<file path="config.mk">
export PLATFORM = sky130hd
export DESIGN_NAME = sram_arbiter
export DESIGN_NICKNAME = d
export VERILOG_FILES = /design/src/rtl/sram_pkg.sv /design/src/rtl/sram_rr_grant.sv /design/src/rtl/sram_arbiter.sv
export SDC_FILE = /design/constraint.sdc
export NUM_CORES = 1
export LEC_CHECK = 0
export ABC_CLOCK_PERIOD_IN_PS = 1920
export BUFFER_PORTS_ARGS = -buffer_cell sky130_fd_sc_hd__buf_4
export CAP_MARGIN = 20
export CORE_AREA = 2 2 537 539
export CTS_BUF_LIST = sky130_fd_sc_hd__clkbuf_16
export CTS_CLUSTER_SIZE = 16
export DETAILED_ROUTE_END_ITERATION = 10
export DIE_AREA = 0 0 539 541
export GPL_TIMING_DRIVEN = 0
export PLACE_DENSITY = 0.31
export SYNTH_ARGS = -nofsm -noshare
export SYNTH_HDL_FRONTEND = slang
export SYNTH_SLANG_ARGS = --single-unit
</file>
<file path="constraint.sdc">
create_clock -name clk -period 1.92 [get_ports clk]
set_input_delay 0.288 -clock clk [delete_from_list [all_inputs] [get_ports clk]]
set_output_delay 0.288 -clock clk [all_outputs]
set_load 0.01 [all_outputs]
</file>
<file path="src/rtl/sram_pkg.sv">
// rtl/sram_pkg.sv - shared widths, address field positions and lock encoding for the SRAM arbiter
package sram_pkg;

    localparam int DATA_W_DEF = 256;
    localparam int ADDR_W_DEF = 23;

    localparam int BANK_LSB = 0;
    localparam int BANK_MSB = 4;
    localparam int IDX_LSB  = 5;
    localparam int IDX_MSB  = 22;

    typedef enum logic {
        IDLE   = 1'b0,
        LOCKED = 1'b1
    } lock_state_t;

endpackage

</file>
<file path="src/rtl/sram_rr_grant.sv">
// rtl/sram_rr_grant.sv - combinational two-way round-robin grant with burst lock
module sram_rr_grant
    import sram_pkg::*;
(
    input  logic        valid0,
    input  logic        valid1,
    input  lock_state_t lock_state,
    input  logic        owner,
    input  logic        last_grant,
    output logic        grant_valid,
    output logic        grant
);

    logic owner_valid;

    always_comb begin
        owner_valid = owner ? valid1 : valid0;
        grant_valid = valid0 | valid1;
        grant       = 1'b0;
        if (lock_state == LOCKED && owner_valid) begin
            grant = owner;
        end else if (valid0 && valid1) begin
            grant = ~last_grant;
        end else begin
            // Single requester (or none, which leaves port 0 selected for the muxes)
            grant = valid1;
        end
    end

endmodule

</file>
<file path="src/rtl/sram_arbiter.sv">
// rtl/sram_arbiter.sv - two-port round-robin arbiter with burst locking for a single-port SRAM
module sram_arbiter
    import sram_pkg::*;
#(
    parameter int DATA_W    = DATA_W_DEF,
    parameter int ADDR_W    = ADDR_W_DEF,
    parameter int BURST_MAX = 4
) (
    input  logic              clk,
    input  logic              rst,
    input  logic              req0_valid,
    output logic              req0_ready,
    input  logic              req0_we,
    input  logic [ADDR_W-1:0] req0_addr,
    input  logic [DATA_W-1:0] req0_wdata,
    input  logic              req1_valid,
    output logic              req1_ready,
    input  logic              req1_we,
    input  logic [ADDR_W-1:0] req1_addr,
    input  logic [DATA_W-1:0] req1_wdata,
    output logic              rsp0_valid,
    output logic              rsp1_valid,
    output logic [DATA_W-1:0] rsp_rdata,
    output logic [ADDR_W-1:0] sram_addr,
    output logic [DATA_W-1:0] sram_wdata,
    output logic              sram_we,
    input  logic [DATA_W-1:0] sram_rdata
);

    localparam int CNT_W = $clog2(BURST_MAX + 1);

    lock_state_t      lock_state;
    logic             owner;
    logic [CNT_W-1:0] beat_cnt;
    logic             last_grant;
    logic             rd_pend;
    logic             rd_port;

    logic             fire;
    logic             grant;
    logic             sel_we;
    logic             owner_valid;
    logic [CNT_W-1:0] next_cnt;

    sram_rr_grant u_grant (
        .valid0      (req0_valid),
        .valid1      (req1_valid),
        .lock_state  (lock_state),
        .owner       (owner),
        .last_grant  (last_grant),
        .grant_valid (fire),
        .grant       (grant)
    );

    always_comb begin
        owner_valid = owner ? req1_valid : req0_valid;
        next_cnt    = beat_cnt + CNT_W'(1);
        sel_we      = grant ? req1_we : req0_we;
        req0_ready  = fire & ~grant;
        req1_ready  = fire & grant;
        sram_we     = fire & sel_we;
        sram_addr   = grant ? req1_addr : req0_addr;
        sram_wdata  = grant ? req1_wdata : req0_wdata;
        rsp0_valid  = rd_pend & ~rd_port;
        rsp1_valid  = rd_pend & rd_port;
        rsp_rdata   = sram_rdata;
    end

    always_ff @(posedge clk or negedge rst) begin
        if (!rst) begin
            lock_state <= IDLE;
            owner      <= 1'b0;
            beat_cnt   <= '0;
            last_grant <= 1'b1;
            rd_pend    <= 1'b0;
            rd_port    <= 1'b0;
        end else begin
            rd_pend <= fire & ~sel_we;
            if (fire && !sel_we) begin
                rd_port <= grant;
            end
            // Owner dropped valid: release; a grant to the other port below takes over this same edge
            if (lock_state == LOCKED && !owner_valid) begin
                lock_state <= IDLE;
                last_grant <= owner;
            end
            if (fire) begin
                if (lock_state == IDLE || grant != owner) begin
                    owner    <= grant;
                    beat_cnt <= CNT_W'(1);
                    if (BURST_MAX > 1) begin
                        lock_state <= LOCKED;
                    end else begin
                        lock_state <= IDLE;
                        last_grant <= grant;
                    end
                end else begin
                    beat_cnt <= next_cnt;
                    if (next_cnt == CNT_W'(BURST_MAX)) begin
                        lock_state <= IDLE;
                        last_grant <= owner;
                    end
                end
            end
        end
    end

endmodule

</file>
**Word level (Yosys, flattened, before mapping)**

Cells that the tools add are included.

- Bits in registers: 8
- Latch bits: 0
- Memory bits (writable): 0
- Bits in read-only memories: 0
- Input bits: 820
- Output and inout port bits: 540
- Word-level logic and storage cells: 44
- Memories kept: 0

- Add/subtract/negate cells: 1
- $mul: 0
- Div/mod/pow operators: 0
- $lt $le $gt $ge: 0
- Eq/ne operators: 2
- Shift operators: 0
- Multiplexer cells: 15
- Bitwise operators: 12
- Reductions and logical operators: 8

Operators by type and width:

| cell | count |
|---|---|
| $mux W256 | 1 |
| $mux W23 | 1 |
| $mux W1 | 12 |
| $and A1 B1 Y1 | 6 |
| $not A1 Y1 | 5 |
| $logic_and A1 B1 Y1 | 4 |
| $add A3 B1 Y3 const B | 1 |
| $eq A3 B3 Y1 const B | 1 |
| $mux W3 | 1 |
| $logic_not A1 Y1 | 2 |
| $reduce_and A2 Y1 | 1 |
| $logic_or A1 B1 Y1 | 1 |
| $ne A1 B1 Y1 | 1 |
| $or A1 B1 Y1 | 1 |

**Depth between registers and ports, before layout**

Gate-level depths: netlist (run 1).

- Depth in word-level cells: 7
- Mapped depth: 6
- Depth with buffers taken out: 5

**Hierarchy**

From an unflattened synthesis (run 1), not the netlist that was laid out.

- Cell total of the unflattened synthesis: 613
- Area total of the unflattened synthesis: 5873.1 um^2

By module, submodules not included:

| module | times used | cells each | area an instance (um^2) | seq. area each (um^2) |
|---|---|---|---|---|
| sram_arbiter | 1 | 609 | 5845.6 | 201.4 |
| sram_rr_grant | 1 | 4 | 27.5 | 0.0 |

**Least setup slack after synthesis (run 1)**

No wires, ideal clock.

- Kind: reg2out
- From: reg last_grant
- To: out sram_wdata[100]
- Arrival: 1373 ps
- Data required time: 1632 ps
- Path slack: 259 ps
- Stages on the path, launching flop included: 7
- Cell sequence: dfstp_2 > nor2b_2 > buf_6 > buf_6 > buf_2 > o211ai_2 > o211ai_2

- Cells in the longest elaborated chain, start to end: 4

RTL lines:

| what | line | source |
|---|---|---|
| start: declaration | sram_arbiter.sv:35 | `logic last_grant;` |
| start signal: assignment | sram_arbiter.sv:85 | `last_grant <= owner;` |
| start signal: assignment | sram_arbiter.sv:95 | `last_grant <= grant;` |
| start signal: assignment | sram_arbiter.sv:101 | `last_grant <= owner;` |
| $not A1 Y1 | sram_rr_grant.sv:23 | `grant = ~last_grant;` |
| $mux W1 | sram_rr_grant.sv:22 | `end else if (valid0 && valid1) begin` |
| $mux W1 | sram_rr_grant.sv:20 | `if (lock_state == LOCKED && owner_valid) begin` |
| $mux W256 | sram_arbiter.sv:63 | `sram_wdata = grant ? req1_wdata : req0_wdata;` |
| end: declaration | sram_arbiter.sv:25 | `output logic [DATA_W-1:0] sram_wdata,` |

No other way between the ends.

**Final worst setup path (run 1)**

- From: reg last_grant
- To: out sram_wdata[99]

The elaborated chain is that of the path after synthesis.

==> reports/qor.yml, run 1 <==
synth_flop_cell: "dfrtp_1"
grtUsageTotal: 0.1082
fin_worst_skew_ps: 2.466
postRouteAntennaNets: 0
grt_max_degree: 11
synth_edf_count: 0
nNetsFinal: 3578
rsz0062_at_grt: "true"
hp-start: "req0_we"
portBuffers: 1101
fmax_mhz: 415.2
critPathArrivalTime_ps: 2120
r2r-end: "owner"
status: "complete, but fails checks"
path_max_fanout: 10
core_mm2: 0.2864
setup_violations: 282
violations: "negative setup slack"
cts_sinks: 8
cts_tree: "done"
wl_per_cell_um: 25.54
drc_errors: 0
p_per_area_mw_per_mm2: 490.2
clock-root-buffer: "clkbuf_16"
grt-ovfl-total: 0
clock_latency_ps: 230
layout_min_cycle_time_ps: 2408
drt-pass1-iter-count: 5
slew_viol_final: 0
antenna_found_initial: 43
first_iter_violations: 823
area_growth_pct: 124.5
max_slew.worst_pin.slew_ps: 584.5
holdPathEnd: "rd_pend"
worstHoldPathType: "in -> reg"
cp-end-kind: "primary output"
clkTransAtPathRegs_ps: 40
ir_drop_v: 0.0002156
yosysSeqAreaShare: 0.01606
p_leak_nw: 11.83
ctsHtreeMaxLevel: 1
n_fill_cell: 33500
ys_async_sr_fraction: 1.000
vias: 17540
synthCells: 1607
die_h_um: 541
cpMostUsedCell: "buf_12"
fin_cells: 6558
synth_seq_cells: 8
reg2reg_from: "last_grant"
yosysWarnings: 0
start_kind: "flip-flop"
ioPinCount: 1360
cts_buffers: 3
crit_chain: "nor2b_4, buf_12, o21a_4, buf_12, buf_8, o211ai_2, buf_4"
worstPathRequired_ps: 1630
crit_slowest_cell: "dfstp_2"
synth_cell_types: 30
via_per_inst: 2.675
drive_gt1_frac: 0.7423
finalSetupTns_ps: -107790
holdPathStages: 2
dp_cells: 6492
max_slew_margin: 0.6103
syn-num-nets: 2429
r2r_setup_slack_ps: 260
maxCapViolations: 0
critPathKind: "reg -> out"
grt_pass1_vias: 18346
clk_path_buf_depth: 2
regArea_um2: 202.7
synth.cell_area_mm2: 0.01254
crit_path_max_incr_delay_ps: 520
routed_wl_mm: 167.5
finalHoldViolCount: 0
num_rows: 197
fin_crit_sh: 1.254
ff2ff_path_depth: 7
die_width_um: 539
power.total_mw: 13.81
avgSynthCellArea_um2: 7.806
fin_ws_ps: -488.3
initial_utilization: 0.04380
die_area_mm2: 0.2916
fin_util: 0.09834
hpwl_mm: 149.4
grt_pass1_wl_mm: 205.1
gp_congestion: 0.8848
multiInputGateArea_mm2: 0.009379
[state kept, by name, indices dropped and copies added (netlist names)]
register	count
beat_cnt	3
owner	1
rd_pend	1
lock_state	1
last_grant	1
rd_port	1
[cells in the mapped netlist (all sizes together), types with 2 or more instances]
cell	number	area share
clkbuf	71	0.021
buf	373	0.25
a21oi	3	0.0012
nand2	562	0.17
nand2b	3	0.0015
ha	2	0.0020
dfrtp	7	0.014
nor2	3	0.00090
o21a	2	0.0018
o211ai	558	0.52
nor2b	4	0.0028
inv	6	0.0018
a22o	3	0.0021
[through the flow]
step | worst slack, ps | cell area (µm²) | hold WS [ps]
global placement | -1464 | 25540 | 129.4
CTS | -553.9 | 27580 | 266.2
detailed placement | -1454 | 25580 | 128.1
global route | -554.4 | 28130 | 296.3
finish | -488.3 | 28170 | 267.4
floorplan | 259.4 | 12540 | -7.591
[power breakdown]
group | switching, mW | leakage [nW] | internal (mW)
logic | 7.38 | 11.7 | 5.81
clock network | 0.0876 | 0.0424 | 0.272
registers | 0.0345 | 0.0941 | 0.218
[final cells by class]
class | count | area share
Clock inverter | 1 | 0.0001333
Clock buffer | 3 | 0.002665
Antenna cell | 22 | 0.001955
Sequential cell | 8 | 0.007196
Timing Repair Buffer | 1144 | 0.3383
Buffer | 444 | 0.1481
Inverter | 6 | 0.0007996
Multi-Input combinational cell | 1149 | 0.3330
Tap cell | 3781 | 0.1680
[cells by family after synthesis]
family / count (synthesis) / share of synthesized area
buffers and inverters: 450 / 0.2728
adders and majority gates: 2 / 0.001994
DFF: 8 / 0.01606
and+or+nand+nor: 574 / 0.1742
AOI/OAI and AO/OA: 573 / 0.5349
[critical path: cells and delay by family, from the launching register on]
| family | cells | cell delay, ps |
|---|---|---|
| compound gates | 2 | 360 |
| buf+inv | 4 | 760 |
| flops | 1 | 520 |
| simple gates | 1 | 150 |
[metal layers]
metal	vias to the layer above	part of all wire	GRT usage
met5	-	0.00046	0
met4	12	0.026	0.02332
met3	128	0.13	0.05845
met2	1049	0.48	0.1856
met1	8445	0.37	0.1162
li1	7906	-	-
[timing repair]
item	4_1_cts	5_1_grt
pin swaps	55	61
cloned	7	9
endpoints found under the hold margin	7	0
gates resized for setup	350	80
setup endpoints to repair	284	282
hold buffers	1	0
buffers inserted	23	2
[worst max path at each step]
stage / from / to / cells past startpoint
floorplan: last_grant / sram_wdata[100] / 6
global placement: req1_valid / sram_wdata[245] / 6
detailed placement: req1_valid / sram_wdata[149] / 6
CTS: last_grant / sram_wdata[255] / 7
global route: last_grant / sram_wdata[99] / 7
finish: last_grant / sram_wdata[99] / 7
[cell usage in the layout, fill, tap and decap left out, types with 2 or more instances in the layout]
master,instances
buf_6,159
nor2_1,3
buf_4,1247
clkbuf_1,31
clkbuf_16,12
buf_2,9
nand2_1,562
nor2b_4,2
a21oi_1,3
diode_2,22
nand2b_1,3
o211ai_2,427
buf_12,60
o211ai_1,80
buf_8,21
clkbuf_2,28
ha_1,2
o211ai_4,51
buf_16,16
inv_1,7
dfrtp_1,6
nor2b_1,2
a22o_1,3
clkbuf_4,7
Power figures use the tool's default switching activity.
==> inputs of run 2 (changes only) <==
--- a/config.mk
+++ b/config.mk
@@ -5,16 +5,18 @@
 export SDC_FILE = /design/constraint.sdc
 export NUM_CORES = 1
 export LEC_CHECK = 0
-export ABC_CLOCK_PERIOD_IN_PS = 1920
+export ABC_CLOCK_PERIOD_IN_PS = 2400
 export BUFFER_PORTS_ARGS = -buffer_cell sky130_fd_sc_hd__buf_4
 export CAP_MARGIN = 20
-export CORE_AREA = 2 2 537 539
+export CELL_PAD_IN_SITES_DETAIL_PLACEMENT = 2
+export CELL_PAD_IN_SITES_GLOBAL_PLACEMENT = 2
+export CORE_AREA = 2 2 524 526
 export CTS_BUF_LIST = sky130_fd_sc_hd__clkbuf_16
 export CTS_CLUSTER_SIZE = 16
 export DETAILED_ROUTE_END_ITERATION = 10
-export DIE_AREA = 0 0 539 541
+export DIE_AREA = 0 0 526 528
 export GPL_TIMING_DRIVEN = 0
-export PLACE_DENSITY = 0.31
+export PLACE_DENSITY = 0.43
 export SYNTH_ARGS = -nofsm -noshare
 export SYNTH_HDL_FRONTEND = slang
 export SYNTH_SLANG_ARGS = --single-unit
==> constraint.sdc (replaced) <==
create_clock -name clk -period 2.4 [get_ports clk]
set_input_delay 0.36 -clock clk [delete_from_list [all_inputs] [get_ports clk]]
set_output_delay 0.36 -clock clk [all_outputs]
set_load 0.01 [all_outputs]
==> run 2 against run 1 <==
Net effect:
- the run still ends with negative setup slack left
- clock skew increased by 1.7 ps
- count of clock-buffer cells in the layout did not move
- setup slack improved by 310 ps
- highest routed layer unchanged
==> reports/qor.yml, run 2 (same netlist as run 1, synthesis figures left out) <==
status: "complete, but fails checks"
violations: "negative setup slack"
drc_errors: 0  # unchanged
ioPinCount: 1360  # unchanged
setup_violations: 173  # -39%
r2r_setup_slack_ps: 790  # +530 ps
cp-end-kind: "primary output"
postRouteAntennaNets: 0  # unchanged
grt_pass1_vias: 19415  # +5.8%
cts_sinks: 8  # unchanged
layout_commonest_cell: "buf_4"
grt_max_degree: 11  # unchanged
die_h_um: 528  # -2.4%
first_iter_violations: 494  # -40%
n_fill_cell: 32186  # -3.9%
worstHoldPathType: "in -> reg"
routed_wl_mm: 173.4  # +3.6%
grt_pass1_wl_mm: 213.0  # +3.9%
critPathArrivalTime_ps: 2210  # +90 ps
grtUsageTotal: 0.1172  # +0.008975
place_area_mm2: 0.02532  # -1.0%
die_area_mm2: 0.2777  # -4.8%
fin_worst_skew_ps: 4.196  # +1.730 ps
cts_tree: "done"
vias: 17691  # +0.86%
holdWs_ps: 333.7  # +66.34 ps
slew_viol_final: 0  # unchanged
rsz0062_at_grt: "true"
grt-ovfl-total: 0  # unchanged
hpwl_mm: 153.8  # +2.9%
drive_gt1_frac: 0.7534  # +0.01112
start_kind: "flip-flop"
max_slew.worst_pin.slew_ps: 653.6  # +69.09 ps
clk_path_buf_depth: 2  # unchanged
p_leak_nw: 12.32  # +4.1%
fin_ws_ps: -174.1  # +314.2 ps
clkTransAtPathRegs_ps: 40  # about the same
area_growth_pct: 135.5
maxCapViolations: 0  # unchanged
layout_min_cycle_time_ps: 2574
path_max_fanout: 10  # unchanged
regArea_um2: 203.9  # +0.62%
cts_buffers: 3  # unchanged
top_register: "beat_cnt"
place_ws_ps: -1086  # +367.7 ps
critPathKind: "reg -> out"
clock-root-buffer: "clkbuf_16"
postLayoutCellArea_mm2: 0.02954  # +4.9%
p_per_area_mw_per_mm2: 405.4  # -17%
fin_crit_sh: 1.073
portBuffers: 1101  # unchanged
initial_utilization: 0.04605  # +0.002250
antenna_found_initial: 49  # +14%
gp_congestion: 0.8331  # -5.8%
num_rows: 192  # -2.5%
max_slew_margin: 0.5623  # -0.04797
ir_drop_v: 0.0001651  # -23%
largest_reg_flops: 3  # unchanged
finalHoldViolCount: 0  # unchanged
die_width_um: 526  # -2.4%
ctsHtreeMaxLevel: 1  # unchanged
via_per_inst: 2.768  # +3.5%
worstPathRequired_ps: 2040  # +410 ps
multiInputGateArea_mm2: 0.009816  # +4.7%
final_cell_mix: "buf_4, nand2_1, o211ai_2"
drt-pass1-iter-count: 4  # -1
nNetsFinal: 3609  # +0.87%
fmax_mhz: 388.5
core_mm2: 0.2724  # -4.9%
wl_per_cell_um: 27.13  # +6.3%
clock_latency_ps: 240  # about the same
## run 2: changes by cell type in the layout (fill, tap and decap cells not counted), moves of 14 or more
cell	before	now
o211ai_4	51	100
buf_12	60	80
buf_4	1247	1184
clkbuf_16	12	26
clkbuf_2	28	50
o211ai_2	427	378
buf_6	159	205
clkbuf_1	31	8
## run 2: critical path, cell delays in order, from the launching register on
cell and delay [ps]:
dfstp_2 360, nor2b_4 130, buf_4 130, o21a_4 220, buf_4 160, buf_12 160
buf_16 210, o211ai_4 330, buf_6 200
## run 2: cell type report
| cell class | count | area share |
|---|---|---|
| multi-input combinational | 1149 | 0.3323 |
| antenna | 17 | 0.001440 |
| clock buffer | 3 | 0.002541 |
| inverter | 6 | 0.0007624 |
| clock inverter | 1 | 0.0001271 |
| tap | 3589 | 0.1520 |
| buffer | 441 | 0.1474 |
| timing repair buffer | 1178 | 0.3565 |
| sequential | 8 | 0.006904 |
## run 2: timing repair
| item | CTS | global route |
|---|---|---|
| hold endpoints to repair | 7 | 0 |
| endpoints found under the setup margin | 282 | 280 |
| pin swaps | 117 | 63 |
| gates resized for setup | 505 | 156 |
| gates cloned | 22 | 17 |
| hold buffers | 1 | 0 |
| buffers inserted | 32 | 12 |
## run 2: power breakdown
group / internal, mW / switching, mW / leakage (nW) / total (mW)
Combinational: 5.34 / 6.14 / 12.2 / 11.5
Clock: 0.218 / 0.0800 / 0.0424 / 0.298
Sequential: 0.175 / 0.0290 / 0.0930 / 0.204
## run 2: worst paths after layout
| kind | cells past startpoint | startpoint | end |
|---|---|---|---|
| max in group asynchronous | 2 | rst | last_grant |
| setup / recovery | 8 | last_grant | sram_wdata[78] |
| min in group asynchronous | 2 | rst | beat_cnt[1] |
| hold reg to reg | 1 | beat_cnt[0] | beat_cnt[0] |
| setup reg to reg | 5 | lock_state | rd_pend |
| hold / removal | 2 | req0_we | rd_pend |
## run 2: metrics by stage
stage | TNS (ps) | instances | util | total power [mW]
2_1_floorplan | 0 | 1607 | - | 4.232
3_3_place_gp | -139950 | 6297 | 0.09287 | 9.455
3_5_place_dp | -144220 | 6298 | 0.09293 | 9.488
4_1_cts | -30190 | 6356 | 0.1044 | 11.86
5_1_grt | -28230 | 6381 | 0.1083 | 12.86
6_report | -5813 | 6392 | 0.1084 | 11.98
## run 2: per-layer routing
layer / share of wire / wire (µm) / up-vias / global-route usage
met1: 0.35 / 59890 / 8631 / 0.1193
li1: - / - / 7972 / -
met4: 0.024 / 4206 / 12 / 0.02029
met5: 0.00044 / 76 / - / 0
met3: 0.12 / 21230 / 122 / 0.05950
met2: 0.51 / 88040 / 954 / 0.2145
